## src/rtl/row_pivot_div_seq.sv

```systemverilog
// row_pivot_div_seq: issues element/pivot pairs from one matrix row to a
// fixed-latency fp16 divider and returns the quotients in order, tagged with
// element index, last flag and done/err status.
module row_pivot_div_seq #(
    parameter int unsigned DIV_LAT = 6,
    parameter int unsigned LEN_W   = 8
) (
    input  logic             clock,
    input  logic             rst,
    input  logic             start,
    input  logic [15:0]      pivot,
    input  logic [LEN_W-1:0] row_len,
    input  logic             in_valid,
    input  logic [15:0]      in_data,
    output logic             in_ready,
    output logic [15:0]      div_adata,
    output logic [15:0]      div_bdata,
    input  logic [15:0]      div_cdata,
    output logic             out_valid,
    output logic [15:0]      out_data,
    output logic [LEN_W-1:0] out_index,
    output logic             out_last,
    output logic             busy,
    output logic             done,
    output logic             err
);

    typedef enum logic [1:0] {
        S_IDLE,
        S_ISSUE,
        S_DRAIN,
        S_DONE
    } state_t;

    state_t state_q, state_d;

    // Row context latched on an honoured start
    logic [15:0]      pivot_q,   pivot_d;
    logic [LEN_W-1:0] len_q,     len_d;
    logic             err_q,     err_d;

    // Issue and result counters
    logic [LEN_W-1:0] iss_cnt_q, iss_cnt_d;
    logic [LEN_W-1:0] res_cnt_q, res_cnt_d;

    // One token per accepted element, aligned with the divider latency
    logic [DIV_LAT:0] vld_q,     vld_d;

    // Divider operand registers
    logic [15:0]      adata_q,   adata_d;
    logic [15:0]      bdata_q,   bdata_d;

    // Result registers
    logic             ovalid_q,  ovalid_d;
    logic [15:0]      odata_q,   odata_d;
    logic [LEN_W-1:0] oidx_q,    oidx_d;

    logic             start_ok;
    logic             accept;
    logic             emit;
    logic             last_accept;
    logic             pipe_empty;
    logic             all_emitted;

    // Handshake and pipeline qualifiers
    always_comb begin
        start_ok    = (state_q == S_IDLE) && start;
        accept      = (state_q == S_ISSUE) && in_valid;
        emit        = vld_q[DIV_LAT];
        last_accept = accept && (iss_cnt_q == (len_q - LEN_W'(1)));
        pipe_empty  = (vld_q == '0);
        all_emitted = (res_cnt_q == len_q);
    end

    // FSM state register
    always_ff @(posedge clock or posedge rst) begin
        if (rst) begin
            state_q <= S_IDLE;
        end else begin
            state_q <= state_d;
        end
    end

    // FSM next-state and status outputs
    always_comb begin
        state_d  = state_q;
        in_ready = 1'b0;
        busy     = 1'b1;
        done     = 1'b0;
        case (state_q)
            S_IDLE: begin
                busy = 1'b0;
                if (start) begin
                    state_d = (row_len == '0) ? S_DONE : S_ISSUE;
                end
            end
            S_ISSUE: begin
                in_ready = 1'b1;
                if (last_accept) begin
                    state_d = S_DRAIN;
                end
            end
            S_DRAIN: begin
                if (pipe_empty && all_emitted) begin
                    state_d = S_DONE;
                end
            end
            S_DONE: begin
                done    = 1'b1;
                state_d = S_IDLE;
            end
            default: begin
                state_d = S_IDLE;
            end
        endcase
    end

    // Datapath next-state: row latch, operand issue, token pipe, result capture
    always_comb begin
        pivot_d   = pivot_q;
        len_d     = len_q;
        err_d     = err_q;
        iss_cnt_d = iss_cnt_q;
        res_cnt_d = res_cnt_q;
        adata_d   = adata_q;
        bdata_d   = bdata_q;
        vld_d     = {vld_q[DIV_LAT-1:0], accept};
        ovalid_d  = emit;
        odata_d   = odata_q;
        oidx_d    = oidx_q;

        if (start_ok) begin
            pivot_d   = pivot;
            len_d     = row_len;
            err_d     = (pivot[14:0] == 15'h0000);
            iss_cnt_d = '0;
            res_cnt_d = '0;
        end

        if (accept) begin
            adata_d   = in_data;
            bdata_d   = pivot_q;
            iss_cnt_d = iss_cnt_q + LEN_W'(1);
        end

        // A zero pivot makes every quotient meaningless; report zeros instead
        if (emit) begin
            odata_d   = err_q ? 16'h0000 : div_cdata;
            oidx_d    = res_cnt_q;
            res_cnt_d = res_cnt_q + LEN_W'(1);
        end
    end

    // Datapath registers
    always_ff @(posedge clock or posedge rst) begin
        if (rst) begin
            pivot_q   <= '0;
            len_q     <= '0;
            err_q     <= 1'b0;
            iss_cnt_q <= '0;
            res_cnt_q <= '0;
            adata_q   <= '0;
            bdata_q   <= '0;
            vld_q     <= '0;
            ovalid_q  <= 1'b0;
            odata_q   <= '0;
            oidx_q    <= '0;
        end else begin
            pivot_q   <= pivot_d;
            len_q     <= len_d;
            err_q     <= err_d;
            iss_cnt_q <= iss_cnt_d;
            res_cnt_q <= res_cnt_d;
            adata_q   <= adata_d;
            bdata_q   <= bdata_d;
            vld_q     <= vld_d;
            ovalid_q  <= ovalid_d;
            odata_q   <= odata_d;
            oidx_q    <= oidx_d;
        end
    end

    // Output mapping
    always_comb begin
        div_adata = adata_q;
        div_bdata = bdata_q;
        out_valid = ovalid_q;
        out_data  = odata_q;
        out_index = oidx_q;
        out_last  = ovalid_q && (oidx_q == (len_q - LEN_W'(1)));
        err       = err_q;
    end

endmodule

```

## config.mk

```make
export PLATFORM = sky130hd
export DESIGN_NAME = row_pivot_div_seq
export DESIGN_NICKNAME = d
export VERILOG_FILES = /design/src/rtl/row_pivot_div_seq.sv
export SDC_FILE = /design/constraint.sdc
export NUM_CORES = 1
export LEC_CHECK = 0
export ABC_AREA = 1
export BUFFER_PORTS_ARGS = -buffer_cell sky130_fd_sc_hd__buf_2
export CAP_MARGIN = 20
export CORE_ASPECT_RATIO = 0.6
export CORE_MARGIN = 2
export CORE_UTILIZATION = 35
export CTS_CLUSTER_SIZE = 20
export DETAILED_ROUTE_END_ITERATION = 8
export GPL_ROUTABILITY_DRIVEN = 0
export MAX_ROUTING_LAYER = met4
export PLACE_DENSITY = 0.58
export SLEW_MARGIN = 15
export SYNTH_ARGS = -nofsm -noshare
export SYNTH_HDL_FRONTEND = slang
export SYNTH_SLANG_ARGS = --single-unit
```

## constraint.sdc

```tcl
create_clock -name clock -period 5.5 [get_ports clock]
set_input_delay 0.825 -clock clock [delete_from_list [all_inputs] [get_ports clock]]
set_output_delay 0.825 -clock clock [all_outputs]
set_load 0.02 [all_outputs]
```

; Word-level counts from Yosys, hierarchy flattened
; Cells that the tools add are included.
[totals]
regBits = 107
latch_bits = 0
ramBits = 0
rom_bits = 0
wordCells = 48
n_memories = 0
[op_classes]
addsub = 3
multipliers = 0
div = 0
order_cmp = 0
eq_ne = 9
shifts = 0
mux = 12
n_bitwise = 0
n_reduce_logical = 12
[ops]
columns = cell, n
row1 = == test 8 bit, 3
row2 = 2-to-1 mux 8 bit, 3
row3 = "adder 8 x 1 -> 8 bit, second input constant", 2
row4 = 2-to-1 mux 16 bit, 1
row5 = zero test 15 bit, 1
row6 = zero test 8 bit, 1
row7 = 2-to-1 mux 2 bit, 4
row8 = case mux 2 bit (4 select lines), 1
row9 = "subtractor 8 x 1 -> 8 bit, second input constant", 1
row10 = zero test 7 bit, 1
row11 = "!= test 2 bit, second input constant", 3
row12 = logical AND 1 bit, 5
row13 = "== test 2 bit, second input constant", 2
row14 = nonzero test 2 bit, 2
row15 = 2-to-1 mux 1 bit, 3
row16 = AND reduction 3 bit, 1
row17 = "== test 2 x 1 -> 1 bit, second input constant", 1
row18 = zero test 2 bit, 1

; Longest topological paths before layout
[depth]
word_depth = 5
ltp_mapped = 14
depth_no_buf = 14

; Least setup slack after synthesis
; Ideal clock, no wire load.
[synth_timing]
kind = flip-flop to output port
startpoint = register len_q[0]
endpoint = output out_last
t_arrival_ps = 1906
slack_ps = 2769
path_stages_with_launch = 9
cell_sequence = dfrtp_1 inv_2 ha_1 inv_1 nand2_1 nand2_1 xor2_1 nand4_1 nor4_1
[synth_between]
elab_chain_cells = 3
[synth_rtl]
columns = item, line
row1 = "start, declared", 39  ; logic [LEN_W-1:0] len_q, len_d;
row2 = "start signal, assigned", 170  ; len_q <= len_d;
row3 = subtractor 8 x 1 -> 8 bit, 190  ; out_last = ovalid_q && (oidx_q == (len_q - LEN_W'(1)));
row4 = == test 8 bit, 190
row5 = logical AND 1 bit, 190
row6 = "end, declared", 22  ; output logic out_last,
; No other way between the ends.

; Worst setup path in the final report
; Same ends and word-level chain as after synthesis.

==> flow_summary.yaml <==
detailed_routing:
  drt_wl_total_um: 12400
  wl_per_cell_um: 13.9
  antenna_left: 0
  num_vias: 4203
  drc: 0
  firstDrtPassIters: 5
  viasPerCell: 4.73
  first_iter_violations: 289
logic_synthesis:
  synth_nets: 657
  yosys_warnings: 0
  yosysSeqAreaShare_pct: 55.8
  synth_compound_area_share_pct: 6.29
  ys_types: 30
  synth.most_common_cell: "nand2_1"
  synth_top_family_by_area: "simple AND/OR/NAND/NOR gates"
  synth_area_per_cell_um2: 8.14
  synthMuxAreaShare_pct: 0
  synth_flop_cell: "dfrtp_1"
  yosysTopAreaCell: "dfrtp_1"
  async_flop_share_pct: 100
  synth_commonest_cells: "nand2_1, dfrtp_1, inv_1, nand3_1, o21ai_0"
  synthXorXnorAreaFrac_pct: 0.730
  yosysTopAreaCellShare_pct: 55.8
  netlist_area_um2: 4800
  yosys.area_share.simple_pct: 29.6
  synth_cells: 589
  synthAdderAreaFrac_pct: 2.09
  synth_edf_count: 0
  synth-seq-cells: 107
  synth_area_leaders: "dfrtp_1, nand2_1, nand3_1, o21ai_0, inv_1"
power:
  clkPwrFrac_pct: 21.5
  p_sw_share_pct: 41.9
  fin_total_pwr_mw: 3.32
  power.density_nw_per_um2: 558
  seqPwrFrac_pct: 39.1
  p_int_mw: 1.93
  combinationalPowerShare_pct: 39.4
  ir_drop_mv: 0.214
  p_sw_mw: 1.39
  leakagePower_nw: 3.25
die:
  num_rows: 33
  fp.coreArea_um2: 13500
  die-area_um2: 14700
  io_pins: 122
  chipWidth_um: 155
  die_y_um: 94.7
  initial_core_util_pct: 35.5
critical_path:
  cp-start-kind: "register"
  path_delay_family: "simple AND/OR/NAND/NOR gates"
  crit_start: "len_q[0]$_DFFE_PP0P_"
  r2r-start: "state_q[0]$_DFFE_PP0P_"
  worst_path_most_repeated_cell: "nand2_1"
  path_cells: "inv_2, ha_1, inv_1, nand2_1, nand2_1, xor2_1, nand4_1, nor4_1, buf_2"
  worst-path-stages: 9
  worst_ep_required_time_ps: 4680
  slowest_delay_ps: 480
  ff2ff_path_depth: 5
  worst-path-buf-inv: 3
  reg2reg_slack_ps: 2800
  critPathSlowestCell: "dfrtp_1"
  critPathCapture: "out_last"
  arrival_ps: 2300
  crit_fanout: 7
  worstReg2RegEnd: "len_q[7]$_DFFE_PP0P_"
  critPathCaptureType: "primary output"
  critical_path_class: "reg2out"
timing:
  clock_skew_ps: 13.0
  rsz0062_at_grt: "false"
  max_freq_mhz: 320
  setup_viol: 0
  post-route-min-period_ps: 3120
  relSlewSlack_pct: 42.3
  fin_crit_sh_pct: 56.7
  setup_slack_ps: 2380
  tns_ps: 0
  tightest_slew_ps: 864
  hold_violations: 0
  finalMaxSlewViolations: 0
status:
  outcome: "finished, final reports clean"
cts:
  cts_tree: "done"
  htreeDepth: 3
  clkTransAtPathRegs_ps: 80
  cts.sinks: 107
  cts_hold_buffers: 0
  clk_path_buf_depth: 2
  cts_resized: 0
  post-cts-setup-buffer-count: 0
  numCtsBuffers: 9
  cts-root-buf: "clkbuf_16"
  insertion_delay_ps: 350
placement:
  port_buffers: 121
  pre_cts_slack_ps: 2580
  dpl_cell_area_um2: 5580
  post-dp-hpwl_um: 9170
finish:
  areaGrowthSynthToFinish_pct: 24.0
  drive_above_1_share_pct: 21.5
  nFillCells: 1336
  antennaDiodeCount: 0
  utilization_pct: 44.1
  fin_area_um2: 5950
  final_nets: 776
grt:
  grt_overflow_total: 0
  grt_start_max_net_pins: 77
  antenna_found_initial: 0
  grt_pass1_wl_um: 20600
  grt_pass1_vias: 4119
  grt.total_usage_pct: 18.2
hold_path:
  worstHoldPathType: "reg2reg"
run:
  cap_violations: 0
cell type report:
cell class	instances	area, um^2	area share [%]
clock inverters	6	108	1.81
clock buffers	10	229	3.85
multi-input cells	413	1860	31.2
repair buffers	126	663	11.1
inverters	51	194	3.26
flip-flops and latches	107	2680	45.0
well taps	175	219	3.68
sequential cells by signal, indices dropped and copies added, names as in the netlist:
| name | cells |
|---|---|
| out_index | 8 |
| state_q | 2 |
| iss_cnt_q | 8 |
| out_data | 16 |
| div_bdata | 16 |
| err | 1 |
| len_q | 8 |
| res_cnt_q | 8 |
| pivot_q | 16 |
| vld_q | 7 |
| div_adata | 16 |
| out_valid | 1 |
stage by stage:
step	hold WS (ps)	instances
floorplan	354	589
global placement	356	871
detailed placement	363	871
CTS	383	887
global route	396	888
finish	383	888
metal layers:
layer / global-route usage [%] / vias up / share of wire [%]
met5: - / - / 0
met4: 4.01 / 0 / 0.57
met3: 3.90 / 8 / 4.8
met2: 25.2 / 107 / 42
met1: 27.3 / 1989 / 52
li1: - / 2099 / -
power by group through the flow:
stage               clock (mW)  combinational (mW)  sequential, mW
floorplan                    0               0.711            1.47
global placement             0                1.28            1.29
detailed placement           0                1.31            1.31
CTS                      0.734                1.31            1.30
global route             0.767                1.48            1.34
finish                   0.714                1.31            1.30
cell usage in the layout (no fill, tap or decap), types with 2 or more instances in the layout:
| cell | netlist | routed |
|---|---|---|
| xor2_1 | 4 | 4 |
| nor2_2 | 2 | 2 |
| bufinv_16 | 0 | 2 |
| dfrtp_1 | 107 | 107 |
| clkbuf_16 | 0 | 9 |
| inv_1 | 47 | 46 |
| nand2_2 | 4 | 4 |
| nand4_1 | 7 | 7 |
| buf_2 | 1 | 121 |
| nor4_1 | 6 | 6 |
| a21oi_1 | 5 | 5 |
| nand2_1 | 242 | 242 |
| ha_1 | 8 | 8 |
| inv_2 | 3 | 3 |
| nor2_1 | 32 | 32 |
| o22ai_1 | 5 | 5 |
| nor3_1 | 7 | 7 |
| inv_8 | 0 | 2 |
| o21ai_0 | 38 | 38 |
| nand3_1 | 43 | 43 |
| buf_4 | 0 | 4 |
cells by family (layout without fill, tap and decap cells):
family | count (synthesis) | in the layout
flip-flops | 107 | 107
AO/OA/AOI/OAI | 55 | 55
adder cells (fa/ha/maj) | 8 | 8
AND/OR/NAND/NOR | 346 | 346
XOR/XNOR | 4 | 4
buffers and inverters | 69 | 193
how the worst min path moves through the flow:
stage	slack, ps	cells after the start	to	start
3_5_place_dp	360	0	vld_q[2]$_DFF_PP0_	vld_q[1]$_DFF_PP0_
5_1_grt	400	0	vld_q[6]$_DFF_PP0_	vld_q[5]$_DFF_PP0_
4_1_cts	380	0	vld_q[2]$_DFF_PP0_	vld_q[1]$_DFF_PP0_
3_3_place_gp	360	0	vld_q[3]$_DFF_PP0_	vld_q[2]$_DFF_PP0_
6_report	380	0	vld_q[2]$_DFF_PP0_	vld_q[1]$_DFF_PP0_
2_1_floorplan	350	0	vld_q[3]$_DFF_PP0_	vld_q[2]$_DFF_PP0_
Power figures use the tool's default switching activity.
